$ cat src/rtl/cfg_regbank_pkg.sv
// Shared definitions for the configuration register bank: word offsets of the
// special registers (relative to N_CTRL_WORDS) and the address region decoder.
package cfg_regbank_pkg;

    // Offsets of the fixed registers, counted from the first word after CTRL
    localparam logic [63:0] OFS_CMD  = 64'd0;
    localparam logic [63:0] OFS_IRQS = 64'd1;
    localparam logic [63:0] OFS_IRQM = 64'd2;
    localparam logic [63:0] OFS_STAT = 64'd3;

    typedef enum logic [2:0] {
        CTRL    = 3'd0,
        CMD     = 3'd1,
        IRQS    = 3'd2,
        IRQM    = 3'd3,
        STAT    = 3'd4,
        INVALID = 3'd5
    } region_e;

    // Map a word address onto the register region it falls in
    function automatic region_e decode_region(input logic [63:0] addr,
                                              input logic [63:0] n_ctrl,
                                              input logic [63:0] n_stat);
        region_e r;
        if (addr < n_ctrl) begin
            r = CTRL;
        end else if (addr == n_ctrl + OFS_CMD) begin
            r = CMD;
        end else if (addr == n_ctrl + OFS_IRQS) begin
            r = IRQS;
        end else if (addr == n_ctrl + OFS_IRQM) begin
            r = IRQM;
        end else if (addr < n_ctrl + OFS_STAT + n_stat) begin
            r = STAT;
        end else begin
            r = INVALID;
        end
        return r;
    endfunction

endpackage

$ cat src/rtl/cfg_regbank_irq.sv
// Event capture and interrupt generation: sticky W1C status, byte-writable
// mask and a registered level interrupt. Only the low N_EVT bits exist;
// the upper bits of the exported status/mask views are tied to zero.
module cfg_regbank_irq
    import cfg_regbank_pkg::*;
#(
    parameter int DATA_WIDTH = 32,
    parameter int N_EVT      = 8
) (
    input  logic                  clk,
    input  logic                  arst,
    input  logic [N_EVT-1:0]      evt,
    input  logic                  clr_we,
    input  logic                  mask_we,
    input  logic [N_EVT-1:0]      wbits,
    input  logic [N_EVT-1:0]      bmask,
    output logic [DATA_WIDTH-1:0] irq_status,
    output logic [DATA_WIDTH-1:0] irq_mask,
    output logic                  irq
);

    logic [N_EVT-1:0] status_d, status_q;
    logic [N_EVT-1:0] mask_d, mask_q;
    logic             irq_d, irq_q;

    // Next state: events set status (winning over a clear), mask is byte-merged
    always_comb begin
        status_d = (status_q & ~(clr_we ? wbits : {N_EVT{1'b0}})) | evt;
        mask_d   = mask_we ? ((mask_q & ~bmask) | wbits) : mask_q;
        irq_d    = |(status_q & mask_q);
    end

    // State registers with immediate clear on reset
    always_ff @(posedge clk or posedge arst) begin
        if (arst) begin
            status_q <= '0;
            mask_q   <= '0;
            irq_q    <= 1'b0;
        end else begin
            status_q <= status_d;
            mask_q   <= mask_d;
            irq_q    <= irq_d;
        end
    end

    // Zero-extend the implemented bits to full register width
    always_comb begin
        irq_status              = '0;
        irq_mask                = '0;
        irq_status[N_EVT-1:0]   = status_q;
        irq_mask[N_EVT-1:0]     = mask_q;
    end

    assign irq = irq_q;

endmodule

$ cat src/rtl/cfg_regbank.sv
// CPU-accessible configuration register bank: control words, command strobes,
// interrupt status/mask and status words, with a one-cycle response path.
// Optional feature: define CFG_REGBANK_SHADOW_EN to route CTRL writes into
// shadow registers that are committed to ctrl_vec by CMD bit DATA_WIDTH-1.
module cfg_regbank
    import cfg_regbank_pkg::*;
#(
    parameter int ADDR_WIDTH      = 32,
    parameter int DATA_WIDTH      = 32,
    parameter int N_CTRL_WORDS    = 4,
    parameter int N_STAT_WORDS    = 4,
    parameter int N_EVT           = 8,
    parameter int REGISTER_STATUS = 1
) (
    input  logic                                     clk,
    input  logic                                     arst,
    output logic [N_CTRL_WORDS-1:0][DATA_WIDTH-1:0]  ctrl_vec,
    output logic [DATA_WIDTH-1:0]                    cmd_pulse,
    input  logic [N_STAT_WORDS-1:0][DATA_WIDTH-1:0]  stat_vec,
    input  logic                                     stat_en,
    input  logic [N_EVT-1:0]                         evt,
    output logic                                     irq,
    input  logic                                     req,
    input  logic                                     we,
    input  logic [ADDR_WIDTH-1:0]                    addr,
    input  logic [DATA_WIDTH/8-1:0]                  be,
    input  logic [DATA_WIDTH-1:0]                    wdata,
    output logic                                     gnt,
    output logic                                     rvalid,
    output logic [DATA_WIDTH-1:0]                    rdata,
    output logic                                     err
);

    localparam int NB = DATA_WIDTH / 8;

    logic [63:0]                                addr_ext_s;
    region_e                                    region_s;
    logic [DATA_WIDTH-1:0]                      bit_mask_s;
    logic [DATA_WIDTH-1:0]                      wdata_m_s;
    logic                                       wr_s, rd_s, bad_s;
    logic                                       ctrl_wr_s, cmd_wr_s, irqs_wr_s, irqm_wr_s;
    logic [N_CTRL_WORDS-1:0][DATA_WIDTH-1:0]    ctrl_d, ctrl_q, ctrl_src_s;
    logic [N_STAT_WORDS-1:0][DATA_WIDTH-1:0]    stat_view_s;
    logic [DATA_WIDTH-1:0]                      ctrl_rd_s, stat_rd_s, rd_val_s;
    logic [DATA_WIDTH-1:0]                      irq_status_s, irq_mask_s;
    logic [DATA_WIDTH-1:0]                      cmd_d, cmd_q;
    logic [DATA_WIDTH-1:0]                      rdata_d, rdata_q;
    logic                                       rvalid_d, rvalid_q;
    logic                                       err_d, err_q;

    function automatic logic [DATA_WIDTH-1:0] merge_bytes(input logic [DATA_WIDTH-1:0] old_v,
                                                          input logic [DATA_WIDTH-1:0] new_v,
                                                          input logic [DATA_WIDTH-1:0] mask);
        return (old_v & ~mask) | (new_v & mask);
    endfunction

    assign addr_ext_s = 64'(addr);
    assign region_s   = decode_region(addr_ext_s, 64'(N_CTRL_WORDS), 64'(N_STAT_WORDS));
    assign wr_s       = req & we;
    assign rd_s       = req & ~we;
    assign bad_s      = (region_s == INVALID) | ((region_s == STAT) & we);
    assign ctrl_wr_s  = wr_s & (region_s == CTRL);
    assign cmd_wr_s   = wr_s & (region_s == CMD);
    assign irqs_wr_s  = wr_s & (region_s == IRQS);
    assign irqm_wr_s  = wr_s & (region_s == IRQM);
    assign wdata_m_s  = wdata & bit_mask_s;

    // Expand byte enables into a per-bit write mask
    always_comb begin
        bit_mask_s = '0;
        for (int b = 0; b < NB; b++) begin
            bit_mask_s[b*8 +: 8] = {8{be[b]}};
        end
    end

    // Status words are either snapshotted on stat_en or passed straight through
    if (REGISTER_STATUS != 0) begin : g_stat_reg
        logic [N_STAT_WORDS-1:0][DATA_WIDTH-1:0] stat_d, stat_q;

        // Take a new snapshot only when the datapath flags it
        always_comb begin
            if (stat_en) begin
                stat_d = stat_vec;
            end else begin
                stat_d = stat_q;
            end
        end

        // Snapshot register
        always_ff @(posedge clk or posedge arst) begin
            if (arst) begin
                stat_q <= '0;
            end else begin
                stat_q <= stat_d;
            end
        end

        assign stat_view_s = stat_q;
    end else begin : g_stat_pass
        logic stat_en_unused;
        assign stat_en_unused = stat_en;
        assign stat_view_s    = stat_vec;
    end

`ifdef CFG_REGBANK_SHADOW_EN
    logic [N_CTRL_WORDS-1:0][DATA_WIDTH-1:0] shadow_d, shadow_q;

    // Shadow registers hold pending control values until a commit command
    always_ff @(posedge clk or posedge arst) begin
        if (arst) begin
            shadow_q <= '0;
        end else begin
            shadow_q <= shadow_d;
        end
    end

    assign ctrl_src_s = shadow_q;
`else
    assign ctrl_src_s = ctrl_q;
`endif

    // Read-side mux for the indexed CTRL and STAT word arrays
    always_comb begin
        ctrl_rd_s = '0;
        stat_rd_s = '0;
        for (int i = 0; i < N_CTRL_WORDS; i++) begin
            ctrl_rd_s = ctrl_rd_s | ((addr_ext_s == 64'(i)) ? ctrl_src_s[i] : {DATA_WIDTH{1'b0}});
        end
        for (int i = 0; i < N_STAT_WORDS; i++) begin
            stat_rd_s = stat_rd_s |
                ((addr_ext_s == 64'(N_CTRL_WORDS) + OFS_STAT + 64'(i)) ? stat_view_s[i]
                                                                      : {DATA_WIDTH{1'b0}});
        end
    end

    // Select read data by region; CMD and invalid addresses read as zero
    always_comb begin
        case (region_s)
            CTRL:    rd_val_s = ctrl_rd_s;
            CMD:     rd_val_s = '0;
            IRQS:    rd_val_s = irq_status_s;
            IRQM:    rd_val_s = irq_mask_s;
            STAT:    rd_val_s = stat_rd_s;
            INVALID: rd_val_s = '0;
            default: rd_val_s = '0;
        endcase
    end

    // Next-state for control words, command strobe and the response registers
    always_comb begin
        cmd_d    = cmd_wr_s ? wdata_m_s : {DATA_WIDTH{1'b0}};
        rvalid_d = req;
        err_d    = req & bad_s;
        rdata_d  = (rd_s && !bad_s) ? rd_val_s : {DATA_WIDTH{1'b0}};
`ifdef CFG_REGBANK_SHADOW_EN
        shadow_d = shadow_q;
        for (int i = 0; i < N_CTRL_WORDS; i++) begin
            shadow_d[i] = (ctrl_wr_s && addr_ext_s == 64'(i))
                        ? merge_bytes(shadow_q[i], wdata, bit_mask_s) : shadow_q[i];
        end
        ctrl_d = (cmd_wr_s && wdata_m_s[DATA_WIDTH-1]) ? shadow_q : ctrl_q;
`else
        ctrl_d = ctrl_q;
        for (int i = 0; i < N_CTRL_WORDS; i++) begin
            ctrl_d[i] = (ctrl_wr_s && addr_ext_s == 64'(i))
                      ? merge_bytes(ctrl_q[i], wdata, bit_mask_s) : ctrl_q[i];
        end
`endif
    end

    // Main registers; reset drops any in-flight response immediately
    always_ff @(posedge clk or posedge arst) begin
        if (arst) begin
            ctrl_q   <= '0;
            cmd_q    <= '0;
            rvalid_q <= 1'b0;
            rdata_q  <= '0;
            err_q    <= 1'b0;
        end else begin
            ctrl_q   <= ctrl_d;
            cmd_q    <= cmd_d;
            rvalid_q <= rvalid_d;
            rdata_q  <= rdata_d;
            err_q    <= err_d;
        end
    end

    cfg_regbank_irq #(
        .DATA_WIDTH (DATA_WIDTH),
        .N_EVT      (N_EVT)
    ) u_irq (
        .clk        (clk),
        .arst       (arst),
        .evt        (evt),
        .clr_we     (irqs_wr_s),
        .mask_we    (irqm_wr_s),
        .wbits      (wdata_m_s[N_EVT-1:0]),
        .bmask      (bit_mask_s[N_EVT-1:0]),
        .irq_status (irq_status_s),
        .irq_mask   (irq_mask_s),
        .irq        (irq)
    );

    assign gnt       = req;
    assign ctrl_vec  = ctrl_q;
    assign cmd_pulse = cmd_q;
    assign rvalid    = rvalid_q;
    assign rdata     = rdata_q;
    assign err       = err_q;

endmodule
$ cat config.mk
export PLATFORM = sky130hd
export DESIGN_NAME = cfg_regbank
export DESIGN_NICKNAME = d
export VERILOG_FILES = /design/src/rtl/cfg_regbank_pkg.sv /design/src/rtl/cfg_regbank_irq.sv /design/src/rtl/cfg_regbank.sv
export SDC_FILE = /design/constraint.sdc
export NUM_CORES = 1
export LEC_CHECK = 0
export ABC_AREA = 1
export ABC_CLOCK_PERIOD_IN_PS = 15500
export BUFFER_PORTS_ARGS = -buffer_cell sky130_fd_sc_hd__buf_4
export CAP_MARGIN = 40
export CORE_MARGIN = 5
export CORE_UTILIZATION = 57
export CTS_CLUSTER_DIAMETER = 200
export DETAILED_ROUTE_END_ITERATION = 10
export PLACE_DENSITY = 0.95
export SETUP_SLACK_MARGIN = 0.1
export SLEW_MARGIN = 15
export SYNTH_ARGS = -nofsm -noshare
export SYNTH_HDL_FRONTEND = slang
export SYNTH_SLANG_ARGS = --single-unit
$ cat constraint.sdc
create_clock -name clk -period 15.5 [get_ports clk]
set_input_delay 1.55 -clock clk [delete_from_list [all_inputs] [get_ports clk]]
set_output_delay 1.55 -clock clk [all_outputs]
set_load 0.02 [all_outputs]
==> results.py <==
metrics = {
    "clock_network": {
        "numCtsBuffers": 37,
        "cts-root-buf": "clkbuf_16",
        "cts.repair.resized": 0,
        "ctsHoldBuffers": 0,
        "path_clk_slew_ps": 60,
        "htree_levels": 2,
        "cts_tree": "yes",
        "numClockSinks": 339,
        "clk_latency_ps": 510,
        "clockBufferDepth": 3,
        "post_cts_buffers": 0,
    },
    "sta": {
        "relSlewSlack_pct": 45.3,
        "setup_slack_ps": 11220,
        "hold_ws_ps": 501,
        "max_freq_mhz": 234,
        "rsz0062_at_grt": "false",
        "report.final.slew_viol_count": 0,
        "post-route-period-util_pct": 27.6,
        "hold_viol": 0,
        "finalSetupTns_ps": 0,
        "fin_skew_ps": 9.47,
        "period_minus_slack_ps": 4280,
        "tightest_slew_ps": 820,
        "setup_viol": 0,
    },
    "routing": {
        "drt_iter0_markers": 1645,
        "num_vias": 14100,
        "ant_nets": 0,
        "vias_per_cell": 5.93,
        "drt_first_pass_iters": 9,
        "drcViolationCount": 0,
        "drt-total-wl_um": 52600,
        "drt-wirelength-per-cell_um": 22.2,
    },
    "worst_setup_path": {
        "critPathTopFamily": "simple AND/OR/NAND/NOR gates",
        "r2r_start": "g_stat_reg.stat_q[36]",
        "critical_path.cell_chain": "buf_4 -> nor2_1 -> nand2_1 -> nor2_1 -> nand2_2 -> nor2_4 -> buf_4 -> nand3_1 -> inv_1 -> nand2_1 -> o21ai_0 -> nor2_1 -> nand3_1 -> nand2_1 -> inv_1",
        "critPathKind": "in -> reg",
        "path_max_fanout": 57,
        "worst_setup_path_start_kind": "input pin",
        "regToRegSetupSlack_ps": 14310,
        "crit_buf_inv": 4,
        "crit_path_start": "addr[21]",
        "slowest_stage": "inv_1",
        "crit_required_ps": 15950,
        "arrival_ps": 4740,
        "max_stage_delay_ps": 660,
        "end_kind": "flip-flop",
    },
    "synthesis": {
        "synth_fp_nets": 1835,
        "synthTopCellsByCount": "nand2_1 (468), dfrtp_1 (339), o21ai_0 (220)",
        "yosysMostFrequentCell": "nand2_1",
        "syn_inst": 1626,
        "yosysTopAreaCell": "dfrtp_1",
        "synth_area_um2": 14700,
        "synthArstFlopShare_pct": 100,
        "syn_avg_cell_area_um2": 9.04,
        "ys_seq_elements": 339,
        "ys_seq_area_share_pct": 57.7,
        "yosys_warnings": 0,
        "synth_area_leaders": "dfrtp_1 (58%), nand2_1 (12%), o21ai_0 (7.5%), mux2_2 (5.7%), inv_1 (3.4%)",
        "synth_top_area_share_pct": 57.7,
        "synth-edff-count": 0,
        "synth_cell_types": 34,
        "synth_top_flop_cell": "dfrtp_1",
    },
    "finish": {
        "areaGrowthSynthToFinish_pct": 31.5,
        "final_area_um2": 19300,
        "fin_nets": 2220,
        "layout-drive-gt1-share_pct": 29.5,
        "fin_cells": 2369,
        "post-route-util_pct": 76.5,
    },
    "floorplan": {
        "dieArea_um2": 29100,
        "die_w_um": 171,
        "num_rows": 58,
        "io_pins": 405,
        "core-area_um2": 25300,
        "start_util_pct": 58.2,
        "die_h_um": 171,
    },
    "pwr": {
        "switchingPower_mw": 0.460,
        "peakVddDrop_mv": 0.0921,
        "power_frac_seq_pct": 46.5,
        "combPwrFrac_pct": 6.9,
        "powerDensity_nw_per_um2": 104,
        "p_leak_nw": 9.91,
        "p_clk_share_pct": 46.6,
        "p_total_mw": 2.01,
        "p_int_mw": 1.55,
        "p_sw_share_pct": 22.9,
    },
    "global_route": {
        "grt_use_total_pct": 35.3,
        "grt_pass1_vias": 14100,
        "grt_pass1_wl_um": 79400,
        "grt_antenna_before_repair": 0,
        "grt_start_max_net_pins": 98,
        "grt-ovfl-total": 0,
    },
    "run_status": {
        "status": "completed",
    },
    "placed_design": {
        "place_ws_ps": 10880,
        "routabilityCongestion": 1.01,
        "dp.cells": 2302,
        "place_area_um2": 18000,
        "dp_hpwl_um": 36800,
        "portBuffers": 404,
    },
    "worst_hold_path": {
        "hp-class": "reg -> reg",
    },
    "job": {
        "cap_violations": 0,
    },
}
## power groups by stage
stage | combinational (mW) | clock [mW] | sequential, mW
after CTS | 0.139 | 0.939 | 0.932
after global placement | 0.127 | 0 | 0.946
after global routing | 0.152 | 0.978 | 0.935
final | 0.139 | 0.935 | 0.933
after floorplan | 0.0663 | 0 | 0.944
after detailed placement | 0.136 | 0 | 0.948
## metal layers
layer / wire [um] / share of wire, % / track usage, %
met5: 0 / 0 / 0
met1: 18400 / 35 / 44.7
met2: 24700 / 47 / 57.2
met4: 3780 / 7.2 / 19.7
met3: 5710 / 11 / 7.53
## cell families after synthesis
family                 count (synthesis)  synth area share (%)
multiplexers                          75                  5.75
flip-flops                           339                  57.7
AO/OA/AOI/OAI                        304                  10.8
AND/OR/NAND/NOR                      692                  19.5
buffers and inverters                216                  6.18
## worst min-delay path, cell delays in order, from the launching register on
cell,delay (ps)
dfrtp_1,350
nand2_1,70
o21ai_2,50
## final cells by class
cell class,count,area [um2]
antenna,1,2.50
clock buffer,47,1090
clock inverter,19,224
fill,1580,5930
inverter,141,537
multi-input combinational,1071,5310
sequential,339,8480
tap,330,413
timing repair buffer,421,3270
## path summary, 6_finish.rpt
kind                                         endpoint  cells after the start
min in group asynchronous        g_stat_reg.stat_q[9]                      2
worst min register to register              flip-flop                      2
worst max register to register               rdata[4]                      6
worst min-delay path                        flip-flop                      2
worst max-delay path                         rdata[0]                     15
max in group asynchronous       g_stat_reg.stat_q[80]                      5
## layout by cell type, fill, tap and decap left out, drive strengths merged, types with 5 or more instances in the layout
| cell | n |
|---|---|
| o22ai | 23 |
| nand4 | 28 |
| nand2 | 472 |
| nand3 | 45 |
| clkinvlp | 6 |
| nor3 | 5 |
| clkinv | 6 |
| nor2 | 135 |
| buf | 421 |
| mux2 | 75 |
| o21ai | 238 |
| clkbuf | 47 |
| a21oi | 40 |
| dfrtp | 339 |
| inv | 144 |
Power figures use the tool's default switching activity.
